File: src/rtl/branch_stream_gen_pkg.sv
`default_nettype none
// ============================================================================
//  Module      : branch_stream_gen_pkg
//  Description : Shared types and default widths for the branch stream
//                generator and its scoreboard.
//                - state_e    : generator FSM state encoding
//                - DEF_CNT_W  : default width of loop counts and counters
//                - DEF_STAT_W : default width of statistics counters
//  Revision    : 1.0 - initial release
// ============================================================================
package branch_stream_gen_pkg;

    localparam int DEF_CNT_W  = 16;
    localparam int DEF_STAT_W = 32;

    typedef enum logic [2:0] {
        ST_IDLE  = 3'd0,
        ST_HEAD  = 3'd1,
        ST_BODY  = 3'd2,
        ST_EXIT  = 3'd3,
        ST_FINAL = 3'd4,
        ST_DONE  = 3'd5
    } state_e;

endpackage
`default_nettype wire

File: src/rtl/branch_stream_gen_scoreboard.sv
`default_nettype none
// ============================================================================
//  Module      : branch_scoreboard
//  Description : Saturating hit/miss statistics for a branch predictor
//                driver. Every cycle with valid_i high scores one branch by
//                comparing prediction_i with result_i. clear_i zeroes all
//                counters and takes priority over scoring.
//  Ports       : clk, rst_n          - clock, async active-low reset
//                clear_i             - synchronous clear of all counters
//                valid_i             - a branch is issued this cycle
//                prediction_i        - predictor output for the branch
//                result_i            - actual branch outcome
//                branches_o/hits_o/misses_o - registered statistics
//  Revision    : 1.0 - initial release
// ============================================================================
module branch_scoreboard
    import branch_stream_gen_pkg::*;
#(
    parameter int STAT_W = DEF_STAT_W
) (
    input  logic              clk,
    input  logic              rst_n,
    input  logic              clear_i,
    input  logic              valid_i,
    input  logic              prediction_i,
    input  logic              result_i,
    output logic [STAT_W-1:0] branches_o,
    output logic [STAT_W-1:0] hits_o,
    output logic [STAT_W-1:0] misses_o
);

    logic [STAT_W-1:0] branches_q, branches_d;
    logic [STAT_W-1:0] hits_q,     hits_d;
    logic [STAT_W-1:0] misses_q,   misses_d;

    // Increment that sticks at all-ones instead of wrapping to zero.
    function automatic logic [STAT_W-1:0] sat_inc(input logic [STAT_W-1:0] v);
        return (&v) ? v : v + STAT_W'(1);
    endfunction

    always_comb begin
        branches_d = branches_q;
        hits_d     = hits_q;
        misses_d   = misses_q;
        if (clear_i) begin
            branches_d = '0;
            hits_d     = '0;
            misses_d   = '0;
        end else if (valid_i) begin
            branches_d = sat_inc(branches_q);
            if (prediction_i == result_i) begin
                hits_d = sat_inc(hits_q);
            end else begin
                misses_d = sat_inc(misses_q);
            end
        end
    end

    always_ff @(posedge clk or negedge rst_n) begin
        if (!rst_n) begin
            branches_q <= '0;
            hits_q     <= '0;
            misses_q   <= '0;
        end else begin
            branches_q <= branches_d;
            hits_q     <= hits_d;
            misses_q   <= misses_d;
        end
    end

    assign branches_o = branches_q;
    assign hits_o     = hits_q;
    assign misses_o   = misses_q;

endmodule
`default_nettype wire

File: src/rtl/branch_stream_gen.sv
`default_nettype none
// ============================================================================
//  Module      : branch_stream_gen
//  Description : Synthesizable nested-loop branch stream generator. Per outer
//                iteration it issues one head branch (taken), inner_count
//                loop branches (taken) and one loop-exit branch (not taken);
//                one final head branch (not taken) ends the run. The
//                predictor's answer is scored on every issue cycle.
//  Ports       : clk, rst_n                 - clock, async active-low reset
//                start                      - run request, accepted in idle
//                outer_count/inner_count    - loop counts, sampled on start
//                busy, done                 - run status
//                cs, enable, branch_address, branch_result - predictor drive
//                prediction                 - predictor output
//                total_branches/hits/misses - saturating run statistics
//  Revision    : 1.0 - initial release
// ============================================================================
module branch_stream_gen
    import branch_stream_gen_pkg::*;
#(
    parameter int ADDR_W    = 1,
    parameter int CNT_W     = DEF_CNT_W,
    parameter int STAT_W    = DEF_STAT_W,
    parameter int ADDR_HEAD = 0,
    parameter int ADDR_LOOP = 1
) (
    input  logic              clk,
    input  logic              rst_n,
    input  logic              start,
    input  logic [CNT_W-1:0]  outer_count,
    input  logic [CNT_W-1:0]  inner_count,
    output logic              busy,
    output logic              done,
    output logic              cs,
    output logic              enable,
    output logic [ADDR_W-1:0] branch_address,
    output logic              branch_result,
    input  logic              prediction,
    output logic [STAT_W-1:0] total_branches,
    output logic [STAT_W-1:0] total_hits,
    output logic [STAT_W-1:0] total_misses
);

    localparam logic [ADDR_W-1:0] c_addr_head = ADDR_W'(ADDR_HEAD);
    localparam logic [ADDR_W-1:0] c_addr_loop = ADDR_W'(ADDR_LOOP);
    localparam logic [CNT_W-1:0]  c_cnt_one   = CNT_W'(1);

    state_e            state_q;
    logic [CNT_W-1:0]  outer_rem_q;   // outer iterations still to finish
    logic [CNT_W-1:0]  inner_lat_q;   // inner count latched at start
    logic [CNT_W-1:0]  inner_rem_q;   // loop branches left in this iteration
    logic              busy_q;
    logic              done_q;
    logic              cs_q;
    logic              enable_q;
    logic [ADDR_W-1:0] addr_q;
    logic              result_q;

    logic              w_accept;

    assign w_accept = (state_q == ST_IDLE) && start;

    // state_q names the branch currently on the outputs; each transition
    // loads the outputs for the branch of the state being entered, so all
    // predictor-facing signals come straight from flops.
    always_ff @(posedge clk or negedge rst_n) begin
        if (!rst_n) begin
            state_q     <= ST_IDLE;
            outer_rem_q <= '0;
            inner_lat_q <= '0;
            inner_rem_q <= '0;
            busy_q      <= 1'b0;
            done_q      <= 1'b0;
            cs_q        <= 1'b0;
            enable_q    <= 1'b0;
            addr_q      <= '0;
            result_q    <= 1'b0;
        end else begin
            case (state_q)
                ST_IDLE: begin
                    if (start) begin
                        outer_rem_q <= outer_count;
                        inner_lat_q <= inner_count;
                        busy_q      <= 1'b1;
                        cs_q        <= 1'b1;
                        enable_q    <= 1'b1;
                        addr_q      <= c_addr_head;
                        if (outer_count != '0) begin
                            state_q  <= ST_HEAD;
                            result_q <= 1'b1;
                        end else begin
                            state_q  <= ST_FINAL;
                            result_q <= 1'b0;
                        end
                    end
                end

                ST_HEAD: begin
                    addr_q <= c_addr_loop;
                    if (inner_lat_q != '0) begin
                        state_q     <= ST_BODY;
                        inner_rem_q <= inner_lat_q;
                        result_q    <= 1'b1;
                    end else begin
                        state_q  <= ST_EXIT;
                        result_q <= 1'b0;
                    end
                end

                // Counting down to one (not zero) lets an all-ones inner
                // count run its full length without a wrap.
                ST_BODY: begin
                    if (inner_rem_q == c_cnt_one) begin
                        state_q  <= ST_EXIT;
                        result_q <= 1'b0;
                    end else begin
                        inner_rem_q <= inner_rem_q - c_cnt_one;
                    end
                end

                ST_EXIT: begin
                    outer_rem_q <= outer_rem_q - c_cnt_one;
                    addr_q      <= c_addr_head;
                    if (outer_rem_q == c_cnt_one) begin
                        state_q  <= ST_FINAL;
                        result_q <= 1'b0;
                    end else begin
                        state_q  <= ST_HEAD;
                        result_q <= 1'b1;
                    end
                end

                ST_FINAL: begin
                    state_q  <= ST_DONE;
                    busy_q   <= 1'b0;
                    done_q   <= 1'b1;
                    cs_q     <= 1'b0;
                    enable_q <= 1'b0;
                    addr_q   <= '0;
                    result_q <= 1'b0;
                end

                ST_DONE: begin
                    state_q <= ST_IDLE;
                    done_q  <= 1'b0;
                end

                default: begin
                    state_q  <= ST_IDLE;
                    busy_q   <= 1'b0;
                    done_q   <= 1'b0;
                    cs_q     <= 1'b0;
                    enable_q <= 1'b0;
                    addr_q   <= '0;
                    result_q <= 1'b0;
                end
            endcase
        end
    end

    branch_scoreboard #(
        .STAT_W (STAT_W)
    ) u_scoreboard (
        .clk          (clk),
        .rst_n        (rst_n),
        .clear_i      (w_accept),
        .valid_i      (enable_q),
        .prediction_i (prediction),
        .result_i     (result_q),
        .branches_o   (total_branches),
        .hits_o       (total_hits),
        .misses_o     (total_misses)
    );

    assign busy           = busy_q;
    assign done           = done_q;
    assign cs             = cs_q;
    assign enable         = enable_q;
    assign branch_address = addr_q;
    assign branch_result  = result_q;

endmodule
`default_nettype wire

File: config.mk
export PLATFORM = sky130hd
export DESIGN_NAME = branch_stream_gen
export DESIGN_NICKNAME = d
export VERILOG_FILES = /design/src/rtl/branch_stream_gen_pkg.sv /design/src/rtl/branch_stream_gen_scoreboard.sv /design/src/rtl/branch_stream_gen.sv
export SDC_FILE = /design/constraint.sdc
export NUM_CORES = 1
export LEC_CHECK = 0
export CORE_UTILIZATION = 45
export DETAILED_ROUTE_END_ITERATION = 7
export PLACE_DENSITY_LB_ADDON = 0.25
export SYNTH_ARGS = -nofsm -noshare
export SYNTH_HDL_FRONTEND = slang
export SYNTH_SLANG_ARGS = --single-unit
File: constraint.sdc
create_clock -name clk -period 6.6 [get_ports clk]
set_input_delay 1.32 -clock clk [delete_from_list [all_inputs] [get_ports clk]]
set_output_delay 1.32 -clock clk [all_outputs]
set_load 0.05 [all_outputs]
Word-level counts from Yosys, hierarchy flattened
Index checks and enable logic that the tools add are counted.
- register bits after elaboration: 151
- bits in latches: 0
- bits in writable memories: 0
- memory bits (read-only): 0
- input bits: 36
- output and inout port bits: 102
- word-level logic and storage cells: 92
- memories kept: 0
- $add $sub $neg: 5
- multiply operators: 0
- divide/modulo/power cells: 0
- order comparisons: 0
- equality and inequality tests: 16
- shift-type cells: 0
- multiplexer cells: 33
- bitwise logic cells: 3
- reductions and logical operators: 24
- operators by type and width (cell ; number):
    $mux W32 ; 11
    $add A32 B1 Y32 const B ; 3
    $reduce_and A32 Y1 ; 3
    $pmux W16 S2 ; 2
    $mux W16 ; 3
    $eq A16 B1 Y1 const B ; 2
    $reduce_bool A16 Y1 ; 2
    $sub A16 B1 Y16 const B ; 2
    $pmux W3 S5 ; 1
    $mux W3 ; 4
    $reduce_and A2 Y1 ; 6
    $reduce_and A3 Y1 ; 4
    $mux W1 ; 8
    $ne A2 B1 Y1 const B ; 4
    $ne A2 B2 Y1 const B ; 4
    $reduce_bool A2 Y1 ; 4
    $reduce_or A4 Y1 ; 2
    $eq A3 B2 Y1 const B ; 2
    $eq A3 B3 Y1 const B ; 2
    $pmux W1 S5 ; 1
    $pmux W1 S2 ; 2
    $eq A3 B1 Y1 const B ; 1
    $logic_not A3 Y1 ; 1
    $not A1 Y1 ; 3
    4 further kinds ; 4

Depth between registers and ports, before layout
- depth after elaboration: 5
- gate-level depth with buffers: 8
- gate-level depth less buffers: 7

Hierarchy
A second synthesis with hierarchy kept.
- cell total of the unflattened synthesis: 960
- area, all modules: 8573.2 sq um
- by module, submodules not included (module ; instances ; cells an instance ; area each (sq um) ; seq. area each (sq um)):
    branch_scoreboard ; 1 ; 615 ; 5532.8 ; 2402.3
    branch_stream_gen ; 1 ; 345 ; 3040.4 ; 1376.3

Worst setup path before layout
Ideal clock, no wire load.
- kind: input port to flip-flop
- from: in start
- to: reg u_scoreboard.branches_q[0] (netlist: u_scoreboard.branches_o[0])
- setup time: 125 ps
- arrival time: 2870 ps
- required time: 6475 ps
- slack: 3605 ps
- stages on the path: 7
- buffers on the path: 2
- cell sequence: or4b_1 > buf_4 > nand4_2 > nor3_1 > buf_2 > a21oi_1 > mux2_2
- word-level cells in the longest chain between the ends: 3
- elaborated cells between the ends (all ways): 5
- those cells by class: 1 x eq/ne; 1 x mux; 3 x reduce/logical
- RTL lines (element ; RTL line ; source):
    start, declared ; branch_stream_gen.sv:29 ; input logic start,
    $logic_and A1 B1 Y1 * ; branch_stream_gen.sv:61 ; assign w_accept = (state_q == ST_IDLE) && start;
    $ne A2 B1 Y1 (no source line) or $reduce_bool A2 Y1 (tied branches) ; n/a ;
    $reduce_and A2 Y1 (no source line) ; n/a ;
    end signal, assigned ; branch_stream_gen_scoreboard.sv:65 ; branches_q <= branches_d;
    end, declared ; branch_stream_gen_scoreboard.sv:32 ; logic [STAT_W-1:0] branches_q, branches_d;
Every way passes the cells marked *; elsewhere a longest branch is shown, timed or not.
A chain may end at the register's enable or synchronous reset.

Worst setup path after layout
- from: in start
- to: reg u_scoreboard.branches_q[29] (netlist: u_scoreboard.branches_o[29])
The elaborated chain is that of the path after synthesis.

==> impl_metrics.yaml <==
outcome:
  status: "finished clean"
setup_path:
  cp_num_buf_inv: 1
  crit_family: "simple AND/OR/NAND/NOR gates"
  end_kind: "flip-flop"
  arrival_ns: 3.78
  slowest_delay_ns: 0.84
  worstSetupStartpointType: "primary input"
  cp_data_required_time_ns: 6.94
  crit_chain: "clkdlybuf4s50_1 -> or4b_4 -> nand4_2 -> nor4_2 -> o21ai_0 -> a21oi_1"
  worst-path-max-fanout: 33
  worst_path_max_delay_cell: "nor4_2"
  critPathKind: "in2reg"
global_routing:
  grt_pass1_vias: 7385
  grt_pass1_wl_um: 37050
  overflow: 0
  grt_util_all_layers: 0.2311
  grt_max_degree: 107
  antenna_found_initial: 0
detailed_routing:
  ant_nets: 0
  num_vias: 7965
  drt_pre_antenna_iters: 5
  first_iter_violations: 519
  routed_wl_um: 22270
  drc: 0
  wl_per_cell_um: 16.57
  viasPerCell: 5.926
clocking:
  htreeDepth: 4
  cts_sinks: 151
  cts_tree: "done"
  post_cts_buffers: 0
  clkTransAtPathRegs_ns: 0.07
  cts_resized: 0
  cts_hold_buf: 0
  ctsLongestPathBuffers: 2
  cts_root_buf: "clkbuf_16"
  clock_latency_ns: 0.43
  numCtsBuffers: 17
synthesis:
  synth_edf_count: 0
  syn_nets: 1027
  ys_seq_elements: 151
  ys_async_sr_fraction: 1.000
  syn-cell-area_mm2: 0.008613
  yosys_warnings: 0
  synthTopCellsByArea: "dfrtp_1, nand2_1, a21oi_1, mux2i_1, o21ai_0"
  yosys.area.top_type: "dfrtp_1"
  synth_area_per_cell_um2: 8.753
  syn_inst: 984
  yosysUniqueCellTypes: 73
  seq_area_frac_synth: 0.4387
  synth_top_area_share: 0.4387
  synthFlopType: "dfrtp_1"
place:
  port_buffers: 137
  dp_hpwl_um: 14760
  globalplace.congestion: 0.8146
  place_ws_ns: 2.733
  placed_cells: 1312
layout:
  final_cell_mix: "nand2_1, dfrtp_1, clkdlybuf4s50_1"
  drive_gt1_frac: 0.05586
  nNetsFinal: 1140
  layout_commonest_cell: "nand2_1"
  fin_util: 0.5728
  num-fill-cells: 1667
  final-instance-count-excl-fill: 1344
  area_delta_synth_final_pct: 24.39
  antenna_cells: 0
floorplanning:
  rows: 50
  ios: 138
  coreArea_mm2: 0.01871
  start_util: 0.4605
  die_w_um: 140.4
  die_height_um: 140.4
  die-area_mm2: 0.01970
pwr:
  powerDensity_mw_per_mm2: 336.5
  power.leakage_nw: 4.182
  irDropWorstVdd_mv: 0.2127
timing:
  setup_viol: 0
  tightest_slew_ns: 1.075
  hold_viol_final: 0
  fin_ws_ns: 3.163
  max_freq_mhz: 290.9
  min_period_ns: 3.437
  slew_headroom: 0.2771
  skew_ns: 0.01723
  fin_crit_sh: 0.5208
  whs_ns: 0.5049
  setup_tns_ns: 0
  grt_setup_unrepaired: "no"
  slew_violations: 0
job:
  cap_violations: 0
worst_hold_path:
  hp-class: "reg2reg"
## per-layer routing
layer,share of wire,GRT usage,up-vias
met4,0.012,0.06131,0
met2,0.46,0.3666,208
met5,0,0,-
met3,0.050,0.04239,14
met1,0.48,0.3242,3840
li1,-,-,3903
## power by group
group          total (mW)  internal (mW)  switching (mW)
Clock               0.986          0.566           0.420
Combinational        1.25          0.449           0.797
Sequential           1.37           1.12           0.250
## worst reg2reg max path: cells and delay by family, from the launching register on
| family | cells | cell delay, ns |
|---|---|---|
| compound gates | 3 | 1.30 |
| fa+ha+maj | 1 | 0.23 |
| flops | 1 | 0.46 |
| simple gates | 2 | 0.88 |
## metrics by stage
| stage | area, µm² | total power [mW] |
|---|---|---|
| 3_5_place_dp | 10120 | 2.630 |
| 4_1_cts | 10710 | 3.632 |
| 2_1_floorplan | 8613 | 2.272 |
| 3_3_place_gp | 10120 | 2.603 |
| 5_1_grt | 10710 | 3.847 |
| 6_report | 10710 | 3.606 |
## cell usage after synthesis (all sizes together) (6+ instances only)
library cell  number
inv               21
xor2               6
o311ai             7
a31oi              6
dfrtp            151
nor4              30
nand3             47
o22a               7
and4               8
a211oi             6
o21ai             53
o21a               9
and3               9
nor3              28
or4               30
buf               19
nand4             30
nand2b            25
nand2            157
o211ai            12
ha                 7
and2               7
a21oi             89
clkbuf            32
nor2              51
or3               34
o31ai             19
mux2i             28
## final cells by class
class	count	area, µm²	area share
inverter	21	78.83	0.007357
clock inverter	15	166.4	0.01553
sequential	151	3779	0.3527
tap	234	292.8	0.02733
clock buffer	17	425.4	0.03971
multi-input combinational	761	4539	0.4237
timing repair buffer	145	1433	0.1337
## sequential cells by signal, indices dropped and copies added, names as in the netlist, 3 cells and up
signal                   flops
u_scoreboard.hits_o         32
u_scoreboard.misses_o       32
inner_lat_q                 16
inner_rem_q                 16
u_scoreboard.branches_o     32
state_q                      3
outer_rem_q                 16
## final timing paths
check / start / to / slack [ns] / depth (start not counted)
max: start / u_scoreboard.branches_o[29] / 3.16 / 6
min: inner_lat_q[14] / inner_lat_q[14] / 0.50 / 2
min reg2reg: inner_lat_q[14] / inner_lat_q[14] / 0.50 / 2
min in group asynchronous: rst_n / u_scoreboard.misses_o[9] / 1.02 / 1
max reg2reg: u_scoreboard.hits_o[0] / u_scoreboard.hits_o[17] / 3.64 / 6
max in group asynchronous: rst_n / u_scoreboard.misses_o[25] / 4.30 / 2
## logic make-up after synthesis
| logic type | Yosys count | share of synthesized area |
|---|---|---|
| and+or+nand+nor | 472 | 0.2915 |
| AOI/OAI and AO/OA | 241 | 0.1769 |
| DFF | 151 | 0.4387 |
| buffers and inverters | 72 | 0.03632 |
| muxes | 30 | 0.03515 |
| xor gates and xnor gates | 11 | 0.01119 |
| adders and majority gates | 7 | 0.01017 |
No activity file was read; power rests on OpenSTA's default activity.
